[config.mk]
export PLATFORM = sky130hd
export DESIGN_NAME = tim_ic_filter
export DESIGN_NICKNAME = d
export VERILOG_FILES = /design/src/rtl/tim_ic_pkg.sv /design/src/rtl/tim_ic_sync_filt.sv /design/src/rtl/tim_ic_filter.sv
export SDC_FILE = /design/constraint.sdc
export NUM_CORES = 1
export LEC_CHECK = 0
export CAP_MARGIN = 20
export CELL_PAD_IN_SITES_DETAIL_PLACEMENT = 1
export CELL_PAD_IN_SITES_GLOBAL_PLACEMENT = 2
export CORE_ASPECT_RATIO = 1.2
export CORE_UTILIZATION = 32
export CTS_CLUSTER_SIZE = 12
export DETAILED_ROUTE_END_ITERATION = 10
export HOLD_SLACK_MARGIN = 0.06
export MAX_ROUTING_LAYER = met4
export PLACE_DENSITY = 0.81
export SYNTH_ARGS = -nofsm -noshare
export SYNTH_HDL_FRONTEND = slang
export SYNTH_SLANG_ARGS = --single-unit
[constraint.sdc]
create_clock -name apb_clk -period 4.22 [get_ports apb_clk]
set_input_delay 0.844 -clock apb_clk [delete_from_list [all_inputs] [get_ports apb_clk]]
set_output_delay 0.844 -clock apb_clk [all_outputs]
set_load 0.02 [all_outputs]
[src/rtl/tim_ic_pkg.sv]
// tim_ic_pkg
// Shared definitions for the timer input-capture front end.
//   - edge_sel_t : which filtered edge(s) feed the capture prescaler
//   - ICF_*      : bit positions of the two fields inside cfg_icf
//   - icf_div    : sampling divider value (1/2/4/8) from cfg_icf[3:2]
//   - icf_n      : filter sample count N (2/4/8/16) from cfg_icf[1:0]
//   - psc_div    : capture prescaler ratio (1/2/4/8) from cfg_icpsc
//   - edge_decode: {ccnp,ccp} polarity bits to edge_sel_t
package tim_ic_pkg;

  localparam int FCNT_W_DEF = 4;

  localparam int ICF_DIV_MSB = 3;
  localparam int ICF_DIV_LSB = 2;
  localparam int ICF_N_MSB   = 1;
  localparam int ICF_N_LSB   = 0;

  typedef enum logic [1:0] {
    EDGE_RISE = 2'd0,
    EDGE_FALL = 2'd1,
    EDGE_BOTH = 2'd2
  } edge_sel_t;

  function automatic logic [3:0] icf_div(input logic [1:0] sel);
    return 4'd1 << sel;
  endfunction

  function automatic logic [4:0] icf_n(input logic [1:0] sel);
    return 5'd2 << sel;
  endfunction

  function automatic logic [3:0] psc_div(input logic [1:0] sel);
    return 4'd1 << sel;
  endfunction

  // {ccnp,ccp} = 10 is a reserved combination and falls back to rising.
  function automatic edge_sel_t edge_decode(input logic ccnp, input logic ccp);
    case ({ccnp, ccp})
      2'b01:   return EDGE_FALL;
      2'b11:   return EDGE_BOTH;
      default: return EDGE_RISE;
    endcase
  endfunction

endpackage

[src/rtl/tim_ic_sync_filt.sv]
// tim_ic_sync_filt
// Synchroniser, sampling divider and digital filter for one capture pin.
// Ports:
//   clk, rst  : kernel clock, synchronous active-high reset
//   ch_in     : asynchronous channel pin
//   cfg_icf   : filter setting ([3:2] divider exponent, [1:0] N select, 0 = bypass)
//   cfg_clr   : clears divider and filter counter, holds the filtered level
//   ti_filt   : registered filtered level
module tim_ic_sync_filt
  import tim_ic_pkg::*;
#(
  parameter int SYNC_STAGES = 2,
  parameter int FCNT_W      = FCNT_W_DEF
) (
  input  logic       clk,
  input  logic       rst,
  input  logic       ch_in,
  input  logic [3:0] cfg_icf,
  input  logic       cfg_clr,
  output logic       ti_filt
);

  logic [SYNC_STAGES-1:0] sync_q;
  logic                   s;
  logic [2:0]             div_cnt;
  logic [2:0]             div_lim;
  logic                   tick;
  logic [FCNT_W-1:0]      fcnt;
  logic [FCNT_W-1:0]      n_lim;
  logic                   bypass;

  // Pin enters at bit 0 and leaves at the top bit; depth must be at least 2.
  always_ff @(posedge clk) begin
    if (rst) sync_q <= '0;
    else     sync_q <= {sync_q[SYNC_STAGES-2:0], ch_in};
  end

  assign s       = sync_q[SYNC_STAGES-1];
  assign bypass  = (cfg_icf == 4'd0);
  assign div_lim = 3'(icf_div(cfg_icf[ICF_DIV_MSB:ICF_DIV_LSB]) - 4'd1);
  assign n_lim   = FCNT_W'(icf_n(cfg_icf[ICF_N_MSB:ICF_N_LSB]) - 5'd1);

  // With div=1 the tick is forced high so a stale count cannot gate sampling.
  assign tick = (div_lim == 3'd0) || (div_cnt == div_lim);

  // Divider wraps only on an exact match; a count left above a newly lowered
  // limit keeps counting through the 3-bit rollover and meets it again.
  always_ff @(posedge clk) begin
    if (rst || cfg_clr)          div_cnt <= 3'd0;
    else if (div_cnt == div_lim) div_cnt <= 3'd0;
    else                         div_cnt <= div_cnt + 3'd1;
  end

  // Filter: level moves only after N consecutive differing samples on ticks.
  always_ff @(posedge clk) begin
    if (rst) begin
      ti_filt <= 1'b0;
      fcnt    <= '0;
    end else if (cfg_clr) begin
      fcnt    <= '0;
    end else if (bypass) begin
      ti_filt <= s;
      fcnt    <= '0;
    end else if (tick) begin
      if (s == ti_filt) begin
        fcnt <= '0;
      end else if (fcnt == n_lim) begin
        ti_filt <= s;
        fcnt    <= '0;
      end else begin
        fcnt <= fcnt + FCNT_W'(1);
      end
    end
  end

endmodule

[src/rtl/tim_ic_filter.sv]
// tim_ic_filter
// Input-capture front end for one timer channel: synchronise and filter the
// pin, detect edges, select polarity and prescale into a capture event.
// Ports:
//   apb_clk, apb_rst   : kernel clock, synchronous active-high reset
//   ch_in              : asynchronous channel pin
//   cfg_icf            : filter setting (0 = bypass)
//   cfg_ccp, cfg_ccnp  : edge polarity {ccnp,ccp}: 00/10 rise, 01 fall, 11 both
//   cfg_cce            : capture enable
//   cfg_icpsc          : event every 1/2/4/8 selected edges
//   cfg_clr            : one-cycle clear of divider, filter count and prescaler
//   ti_filt            : filtered level
//   ti_rise, ti_fall   : single-cycle edge pulses of ti_filt
//   ic_evt             : registered single-cycle capture event
module tim_ic_filter
  import tim_ic_pkg::*;
#(
  parameter int SYNC_STAGES = 2,
  parameter int FCNT_W      = FCNT_W_DEF
) (
  input  logic       apb_clk,
  input  logic       apb_rst,
  input  logic       ch_in,
  input  logic [3:0] cfg_icf,
  input  logic       cfg_ccp,
  input  logic       cfg_ccnp,
  input  logic       cfg_cce,
  input  logic [1:0] cfg_icpsc,
  input  logic       cfg_clr,
  output logic       ti_filt,
  output logic       ti_rise,
  output logic       ti_fall,
  output logic       ic_evt
);

  logic      filt_d;
  logic      sel;
  logic [2:0] pcnt;
  logic [2:0] psc_lim;
  edge_sel_t edge_sel;

  tim_ic_sync_filt #(
    .SYNC_STAGES (SYNC_STAGES),
    .FCNT_W      (FCNT_W)
  ) u_sync_filt (
    .clk     (apb_clk),
    .rst     (apb_rst),
    .ch_in   (ch_in),
    .cfg_icf (cfg_icf),
    .cfg_clr (cfg_clr),
    .ti_filt (ti_filt)
  );

  // Delayed copy for edge detection; a clear leaves it untouched so an edge
  // already in flight is still reported on ti_rise/ti_fall.
  always_ff @(posedge apb_clk) begin
    if (apb_rst) filt_d <= 1'b0;
    else         filt_d <= ti_filt;
  end

  assign ti_rise  = ti_filt & ~filt_d;
  assign ti_fall  = ~ti_filt & filt_d;
  assign edge_sel = edge_decode(cfg_ccnp, cfg_ccp);
  assign psc_lim  = 3'(psc_div(cfg_icpsc) - 4'd1);

  always_comb begin
    sel = 1'b0;
    case (edge_sel)
      EDGE_FALL: sel = ti_fall;
      EDGE_BOTH: sel = ti_rise | ti_fall;
      default:   sel = ti_rise;
    endcase
  end

  // Prescaler: exact-match wrap so a lowered ratio rolls over instead of
  // locking; disabled capture parks the count at zero.
  always_ff @(posedge apb_clk) begin
    if (apb_rst || cfg_clr || !cfg_cce) begin
      pcnt   <= 3'd0;
      ic_evt <= 1'b0;
    end else begin
      ic_evt <= 1'b0;
      if (sel) begin
        if (pcnt == psc_lim) begin
          ic_evt <= 1'b1;
          pcnt   <= 3'd0;
        end else begin
          pcnt <= pcnt + 3'd1;
        end
      end
    end
  end

endmodule

* Word level (Yosys, flattened, before mapping) *
Index checks and enable logic that the tools add are counted.

word-level totals
  input port bits = 13
  bits in registers = 15
  output and inout bits = 4

operators by class
  mux-type cells = 10
  $add $sub $neg = 6
  shifts and indexed selects = 3
  reduce and logical (&&, ||, !) cells = 12
  bitwise operators = 7
  eq/ne operators = 9

operators with widths
  cell                   count
  $mux W4                2
  $add A3 B1 Y3 const B  2
  $eq A3 B3 Y1           2
  $shl A1 B2 Y3 const A  2
  $sub A3 B1 Y3 const B  2
  $mux W1                5
  $add A4 B1 Y4 const B  1
  $eq A2 B1 Y1 const B   2
  $eq A2 B2 Y1 const B   2
  $eq A4 B4 Y1           1
  $logic_not A4 Y1       1
  $not A1 Y1             4
  $pmux W2 S2            1
  $reduce_and A4 Y1      1
  $reduce_bool A2 Y1     2
  $reduce_or A2 Y1       2
  $shl A2 B2 Y4 const A  1
  $sub A4 B1 Y4 const B  1
  $logic_not A3 Y1       1
  $logic_or A1 B1 Y1     3
  $mux W3                1
  $reduce_or A3 Y1       1
  $and A1 B1 Y1          2
  $ne A2 B1 Y1 const B   1
  other kinds (4)        4

* Depth between registers and ports, before layout *
Gate-level depths: netlist of run 1.

  word-level depth = 7
  depth in mapped cells = 7
  mapped depth without buffers = 7

* Modules after synthesis *
A second synthesis of run 1 with hierarchy kept.

second synthesis, totals
  cell total of the unflattened synthesis = 100
  area, all modules = 890.9 um2

modules (own cells, without submodules)
  module            area an instance (um2)  cells an instance  instances
  tim_ic_sync_filt  571.8                   63                 1
  tim_ic_filter     319.1                   37                 1

* Worst setup path after synthesis of run 1 *
No wires, ideal clock.

  kind = register -> register
  start = register u_sync_filt.ti_filt
  end = register pcnt[2]
  buffers on the path = 0
  setup slack = 2.270 ns
  arrival = 1.832 ns
  library setup time = 0.118 ns
  required time = 4.102 ns
  clock period less this slack = 1.950 ns
  stages on the path, launching flop included = 8
  path through = dfxtp_1 -> inv_1 -> ha_1 -> or2_2 -> a31oi_1 -> nor3b_1 -> o21ai_1 -> a21oi_1

between the ends
  word-level cells in the longest chain between the ends = 4
  elaborated cells on any way between the ends = 5

RTL lines
  what                      line                    RTL
  start: declaration        tim_ic_sync_filt.sv:20  output logic ti_filt
  start signal: assignment  tim_ic_sync_filt.sv:62  ti_filt <= s;
  start signal: assignment  tim_ic_sync_filt.sv:68  ti_filt <= s;
  $not A1 Y1 (*)            tim_ic_filter.sv:62     assign ti_fall = ~ti_filt & filt_d;
  $and A1 B1 Y1 (*)         tim_ic_filter.sv:62
  net ti_fall               tim_ic_filter.sv:32     output logic ti_fall,
  $or A1 B1 Y1              tim_ic_filter.sv:70     EDGE_BOTH: sel = ti_rise | ti_fall;
  $pmux W1 S2 (*)           tim_ic_filter.sv:68     case (edge_sel)
  end signal: assignment    tim_ic_filter.sv:88     pcnt <= pcnt + 3'd1;
  end: declaration          tim_ic_filter.sv:38     logic [2:0] pcnt;

Mark *: on every way through the listed nets, which the timed path passes. The rest lies on a longest branch.
A chain may end at the register's enable or synchronous reset.

* Worst setup path after layout of run 1 *
  start = register u_sync_filt.ti_filt
  end = output port ti_fall

between the ends
  word-level cells in the longest chain between the ends = 2

RTL lines
  what              line
  $not A1 Y1        tim_ic_filter.sv:62
  $and A1 B1 Y1     tim_ic_filter.sv:62
  end: declaration  tim_ic_filter.sv:32

No other way between the ends.

==> results of run 1 <==
-- cell families (layout without fill, tap and decap cells) --
kind of cell	Yosys count	count (layout)	share of synthesized area
AND/OR/NAND/NOR	52	52	0.345
AO/OA/AOI/OAI	20	20	0.167
adder cells (fa/ha/maj)	5	5	0.0709
multiplexers	3	3	0.0340
XOR/XNOR	3	3	0.0298
flip-flops	15	15	0.340
buffers and inverters	3	23	0.0128
-- area by class of cell --
type,instances,area (µm²)
Timing Repair Buffer,16,160
Inverter,3,11.3
Clock buffer,3,22.5
Clock inverter,1,5.00
Multi-Input combinational cell,83,571
Tap cell,33,41.3
Sequential cell,15,300
Fill cell,314,1470
-- path summary, 6_finish.rpt --
path | startpoint | to | slack [ps]
min | u_sync_filt.sync_q[0]$_SDFF_PP0_ | u_sync_filt.sync_q[1]$_SDFF_PP0_ | 450
min reg2reg | u_sync_filt.sync_q[0]$_SDFF_PP0_ | u_sync_filt.sync_q[1]$_SDFF_PP0_ | 450
max | u_sync_filt.ti_filt$_SDFFE_PP0P_ | ti_fall | 1800
max reg2reg | u_sync_filt.ti_filt$_SDFFE_PP0P_ | pcnt[2]$_SDFFE_PP0P_ | 2280
-- power by group through the flow --
stage / Combinational (µW) / Sequential, µW / Clock (µW)
after floorplan: 15.7 / 148 / 0
after global placement: 32.6 / 149 / 0
after detailed placement: 33.6 / 149 / 0
after CTS: 33.7 / 146 / 86.7
after global routing: 37.3 / 146 / 92.1
final: 33.3 / 146 / 82.2
-- worst register-to-register path, delay by kind of cell, from the launching register on --
kind	cells	cell delay (ps)
buf+inv	1	100
compound gates	3	690
fa+ha+maj	1	210
flops	1	440
simple gates	2	390
-- metrics by stage --
step | hold WS [ps] | util | cell area (µm²) | instances | worst slack [ps]
floorplan | 414 | - | 882 | 101 | 2270
global placement | 417 | 0.420 | 1080 | 150 | 1800
detailed placement | 432 | 0.420 | 1080 | 150 | 1720
CTS | 457 | 0.431 | 1110 | 154 | 1760
global route | 469 | 0.431 | 1110 | 154 | 1720
finish | 453 | 0.431 | 1110 | 154 | 1800
-- per-layer routing --
metal,part of all wire,GRT usage,vias up
li1,-,-,407
met1,0.48,0.170,381
met2,0.49,0.255,10
met3,0.027,0.0308,2
met4,0.010,0.0857,0
met5,0,-,-
-- cells in the final DEF, fill, tap and decap left out, types with 2 or more instances in the layout --
cell,count
clkdlybuf4s50_1,16
nor3_1,4
nand3_1,2
a21oi_1,9
nand3b_1,3
nor2b_1,6
dfxtp_1,15
o21ai_1,3
nand2_1,11
nor3b_1,2
inv_1,3
xnor2_1,2
nor2_1,9
mux2i_1,3
and2_1,3
ha_1,5
clkbuf_4,3
-- flip-flops by register name, indices dropped and copies added, names as in the netlist --
register and count:
u_sync_filt.fcnt 4, u_sync_filt.ti_filt 1, filt_d 1, ic_evt 1, u_sync_filt.div_cnt 3, pcnt 3
u_sync_filt.sync_q 2
==> reports/metrics.yaml, run 1 <==
run_status:
  status: "completed"
placement:
  routabilityCongestion: 0.773
  io_buffers: 16
  place_hpwl_um: 1480
synth:
  ys_ff_latch: 15
  syn_nets: 119
  syn_area_um2: 882
  yosys-top-cells-count: "dfxtp_1 (15), nand2_1 (11), a21oi_1 (9), nor2_1 (9), nor2b_1 (6)"
  ys.flop_type: "dfxtp_1"
  synth_cell_type_count: 36
  postSynthCellCount: 101
  synth.yosys.seq_area_share: 0.340
  synth_largest_area_cell: "dfxtp_1"
  yosysWarningCount: 0
  synth_area_leaders: "dfxtp_1 (34%), ha_1 (7.1%), a21oi_1 (5.1%), nand2_1 (4.7%), nor2b_1 (4.3%)"
  netlist.area_leader.share: 0.340
  synthArstFlopShare: 0
  post-synth-top-count-cell: "dfxtp_1"
  avgSynthCellArea_um2: 8.73
  synth_edf_count: 0
timing:
  clock.fmax_mhz: 413
  setup_viol: 0
  fin_crit_ps: 2420
  skew_ps: 6.28
  maxSlewViolCount: 0
  worst_pin_slew_ps: 542
  finalSetupTns_ps: 0
  slew_headroom: 0.637
  rsz0062_at_grt: "no"
  fin_crit_sh: 0.574
  hold_violations: 0
setup_path:
  arrival_ps: 1580
  required_ps: 3380
  critical_path_cell_count: 3
  worstSetupPathType: "reg2out"
  cp-end-kind: "output port"
  cp-start-kind: "register"
  cp_slowest_cell: "clkdlybuf4s50_1"
  path_max_fanout: 5
  critPathBufInv: 2
  critPathMaxStageDelay_ps: 540
  crit_chain: "inv_1 -> ha_1 -> clkdlybuf4s50_1"
  reg2regPathDepth: 7
  cp_top_family: "buffers and inverters"
grt:
  antenna_found_initial: 0
  grt_pass1_wl_um: 3280
  grt_start_max_net_pins: 10
  gr-total-overflow: 0
  grt_usage: 0.153
  grt_pass1_vias: 777
clock_tree:
  htreeDepth: 1
  post_cts_buffers: 0
  cts_tree: "built"
  clk_path_buf_depth: 2
  clock_latency_ps: 280
  clk_pin_slew_ps: 90
  clkSinkCount: 15
  cts_buffers: 3
  cts_hold_buf: 0
  cts.repair.resized: 0
  cts_root_buf: "clkbuf_4"
floorplan:
  pin_count: 17
  rows: 20
  start_util: 0.342
  die_x_um: 49.9
  coreArea_mm2: 0.00258
  dieArea_mm2: 0.00297
  die_y_um: 59.5
job:
  maxCapViolCount: 0
min_path:
  whs_path_depth: 1
  hold_path.class: "reg2reg"
layout:
  fin_nets: 140
  layout-drive-gt1-share: 0.107
  synthToLayoutAreaGrowth_pct: 26.0
  insertedDiodeCount: 0
pwr:
  p_leak_uw: 0.000387
  clockPowerShare: 0.315
  peakVddDrop_mv: 0.132
  pwr-share-seq: 0.557
  swShare: 0.247
  power.share.combinational: 0.128
  power.switching_uw: 64.4
  fin_total_pwr_uw: 261
  power.internal_uw: 197
  power_density_mw_per_mm2: 235
detailed_routing:
  drtIter0Drc: 7
  routed_wl_um: 1860
  via_per_inst: 5.19
  post_drt_wl_per_cell_um: 12.1
  dr_total_vias: 800
  drtAntennaViolNets: 0
  dr.pass1.iters: 3
  drc: 0
(Power assumes the default switching activity.)
==> inputs of run 2 (changes only) <==
--- a/config.mk
+++ b/config.mk
@@ -9,12 +9,12 @@
 export CELL_PAD_IN_SITES_DETAIL_PLACEMENT = 1
 export CELL_PAD_IN_SITES_GLOBAL_PLACEMENT = 2
 export CORE_ASPECT_RATIO = 1.2
-export CORE_UTILIZATION = 32
+export CORE_UTILIZATION = 27
 export CTS_CLUSTER_SIZE = 12
 export DETAILED_ROUTE_END_ITERATION = 10
 export HOLD_SLACK_MARGIN = 0.06
 export MAX_ROUTING_LAYER = met4
-export PLACE_DENSITY = 0.81
+export PLACE_DENSITY = 0.73
 export SYNTH_ARGS = -nofsm -noshare
 export SYNTH_HDL_FRONTEND = slang
 export SYNTH_SLANG_ARGS = --single-unit
==> constraint.sdc (replaced) <==
create_clock -name apb_clk -period 2.2 [get_ports apb_clk]
set_input_delay 0.44 -clock apb_clk [delete_from_list [all_inputs] [get_ports apb_clk]]
set_output_delay 0.44 -clock apb_clk [all_outputs]
set_load 0.02 [all_outputs]
==> reports/metrics.yaml, run 2 (synthesis results as in run 1) <==
run_status:
  status: "completed"
detailed_routing:
  routed_wl_um: 2110
  dr.pass1.iters: 4
  post_drt_wl_per_cell_um: 13.3
  drtAntennaViolNets: 0
  via_per_inst: 5.08
  dr_total_vias: 807
  drc: 0
  drtIter0Drc: 7
pwr:
  clockPowerShare: 0.314
  p_leak_uw: 0.000394
  power.share.combinational: 0.133
  power.internal_uw: 382
  swShare: 0.244
  power_density_mw_per_mm2: 448
  peakVddDrop_mv: 0.200
  pwr-share-seq: 0.553
  power.switching_uw: 124
setup_path:
  critPathBufInv: 2
  arrival_ps: 1550
  required_ps: 1760
  path_max_fanout: 5
  cp_top_family: "buffers and inverters"
  cp_slowest_cell: "clkdlybuf4s50_1"
  critPathMaxStageDelay_ps: 540
  cp-start-kind: "register"
  cp-end-kind: "output port"
  worstSetupPathType: "reg2out"
  crit_chain: "inv_1 -> ha_1 -> clkdlybuf4s50_1"
timing:
  slew_headroom: 0.717
  clock.fmax_mhz: 504
  fin_crit_sh: 0.903
  fin_crit_ps: 1990
  setup_viol: 0
  worst_pin_slew_ps: 425
  rsz0062_at_grt: "no"
  hold_violations: 0
  finalSetupTns_ps: 0
  skew_ps: 2.00
  maxSlewViolCount: 0
layout:
  largest_register: "u_sync_filt.fcnt"
  synthToLayoutAreaGrowth_pct: 27.9
  top_regs: "u_sync_filt.fcnt (4), pcnt (3), u_sync_filt.div_cnt (3)"
  fin_nets: 142
  final_util: 0.366
  final_cell_mix: "clkdlybuf4s50_1 (16), dfxtp_1 (15), nand2_1 (11)"
  insertedDiodeCount: 0
  largest_reg_flops: 4
  layout-drive-gt1-share: 0.114
  final_common_cell: "clkdlybuf4s50_1"
clock_tree:
  cts_hold_buf: 0
  clock_latency_ps: 280
  cts_root_buf: "clkbuf_4"
  cts_buffers: 3
  clkSinkCount: 15
  clk_path_buf_depth: 2
  cts.repair.resized: 0
  cts_tree: "built"
  htreeDepth: 1
  post_cts_buffers: 0
  clk_pin_slew_ps: 90
floorplan:
  die_x_um: 54.2
  die_y_um: 64.6
  dieArea_mm2: 0.00350
  coreArea_mm2: 0.00308
  start_util: 0.286
  pin_count: 17
  rows: 22
grt:
  antenna_found_initial: 0
  grt_pass1_vias: 826
  gr-total-overflow: 0
  grt_usage: 0.137
  grt_start_max_net_pins: 10
  grt_pass1_wl_um: 3430
job:
  maxCapViolCount: 0
placement:
  place_hpwl_um: 1730
  io_buffers: 16
  routabilityCongestion: 0.697
min_path:
  hold_path.class: "reg2reg"
==> run 2: cell types whose count changed in the layout (fill, tap and decap cells not counted) <==
cell,before,now
buf_4,0,2
clkbuf_1,0,1
clkinv_2,1,0
==> run 2: cell type report <==
cell class,count,area [µm²]
clock buffer,4,26.3
fill,387,1950
inverter,3,11.3
multi-input combinational,83,571
sequential,15,300
tap,36,45.0
timing repair buffer,18,175
==> run 2: per-layer routing <==
| layer | GRT usage | routed length (µm) | up-vias |
|---|---|---|---|
| met4 | 0.0481 | 20 | 0 |
| met2 | 0.245 | 1170 | 5 |
| li1 | - | - | 413 |
| met3 | 0.0352 | 53 | 2 |
| met1 | 0.136 | 867 | 387 |
| met5 | - | 0 | - |
==> run 2: worst reg2reg max path, delay by kind of cell (launching register included) <==
kind / cells / cell delay [ps]
buffers and inverters: 2 / 250
AOI/OAI and AO/OA: 3 / 370
and+or+nand+nor: 2 / 350
adders and majority gates: 1 / 220
DFF: 1 / 420
==> run 2: per-stage QoR <==
stage / power (µW) / area (µm²) / instances / worst slack, ps / hold WS (ps)
finish: 506 / 1130 / 159 / 214 / 457
global route: 535 / 1130 / 159 / 154 / 472
CTS: 518 / 1130 / 159 / 190 / 465
detailed placement: 354 / 1100 / 155 / 114 / 446
global placement: 352 / 1100 / 155 / 178 / 426
floorplan: 315 / 882 / 101 / 250 / 414
==> run 2: worst paths after layout <==
check	start	end	slack (ps)	cells past startpoint
min	u_sync_filt.sync_q[0]$_SDFF_PP0_	u_sync_filt.sync_q[1]$_SDFF_PP0_	460	1
max reg2reg	u_sync_filt.ti_filt$_SDFFE_PP0P_	pcnt[2]$_SDFFE_PP0P_	490	8
min reg2reg	u_sync_filt.sync_q[0]$_SDFF_PP0_	u_sync_filt.sync_q[1]$_SDFF_PP0_	460	1
max	u_sync_filt.ti_filt$_SDFFE_PP0P_	ti_fall	210	3
==> run 2: power groups by stage <==
stage | clock [µW] | sequential [µW] | combinational, µW
floorplan | 0 | 285 | 30.1
global placement | 0 | 286 | 65.9
detailed placement | 0 | 286 | 68.0
CTS | 170 | 280 | 68.5
global route | 182 | 280 | 73.7
finish | 159 | 279 | 67.3
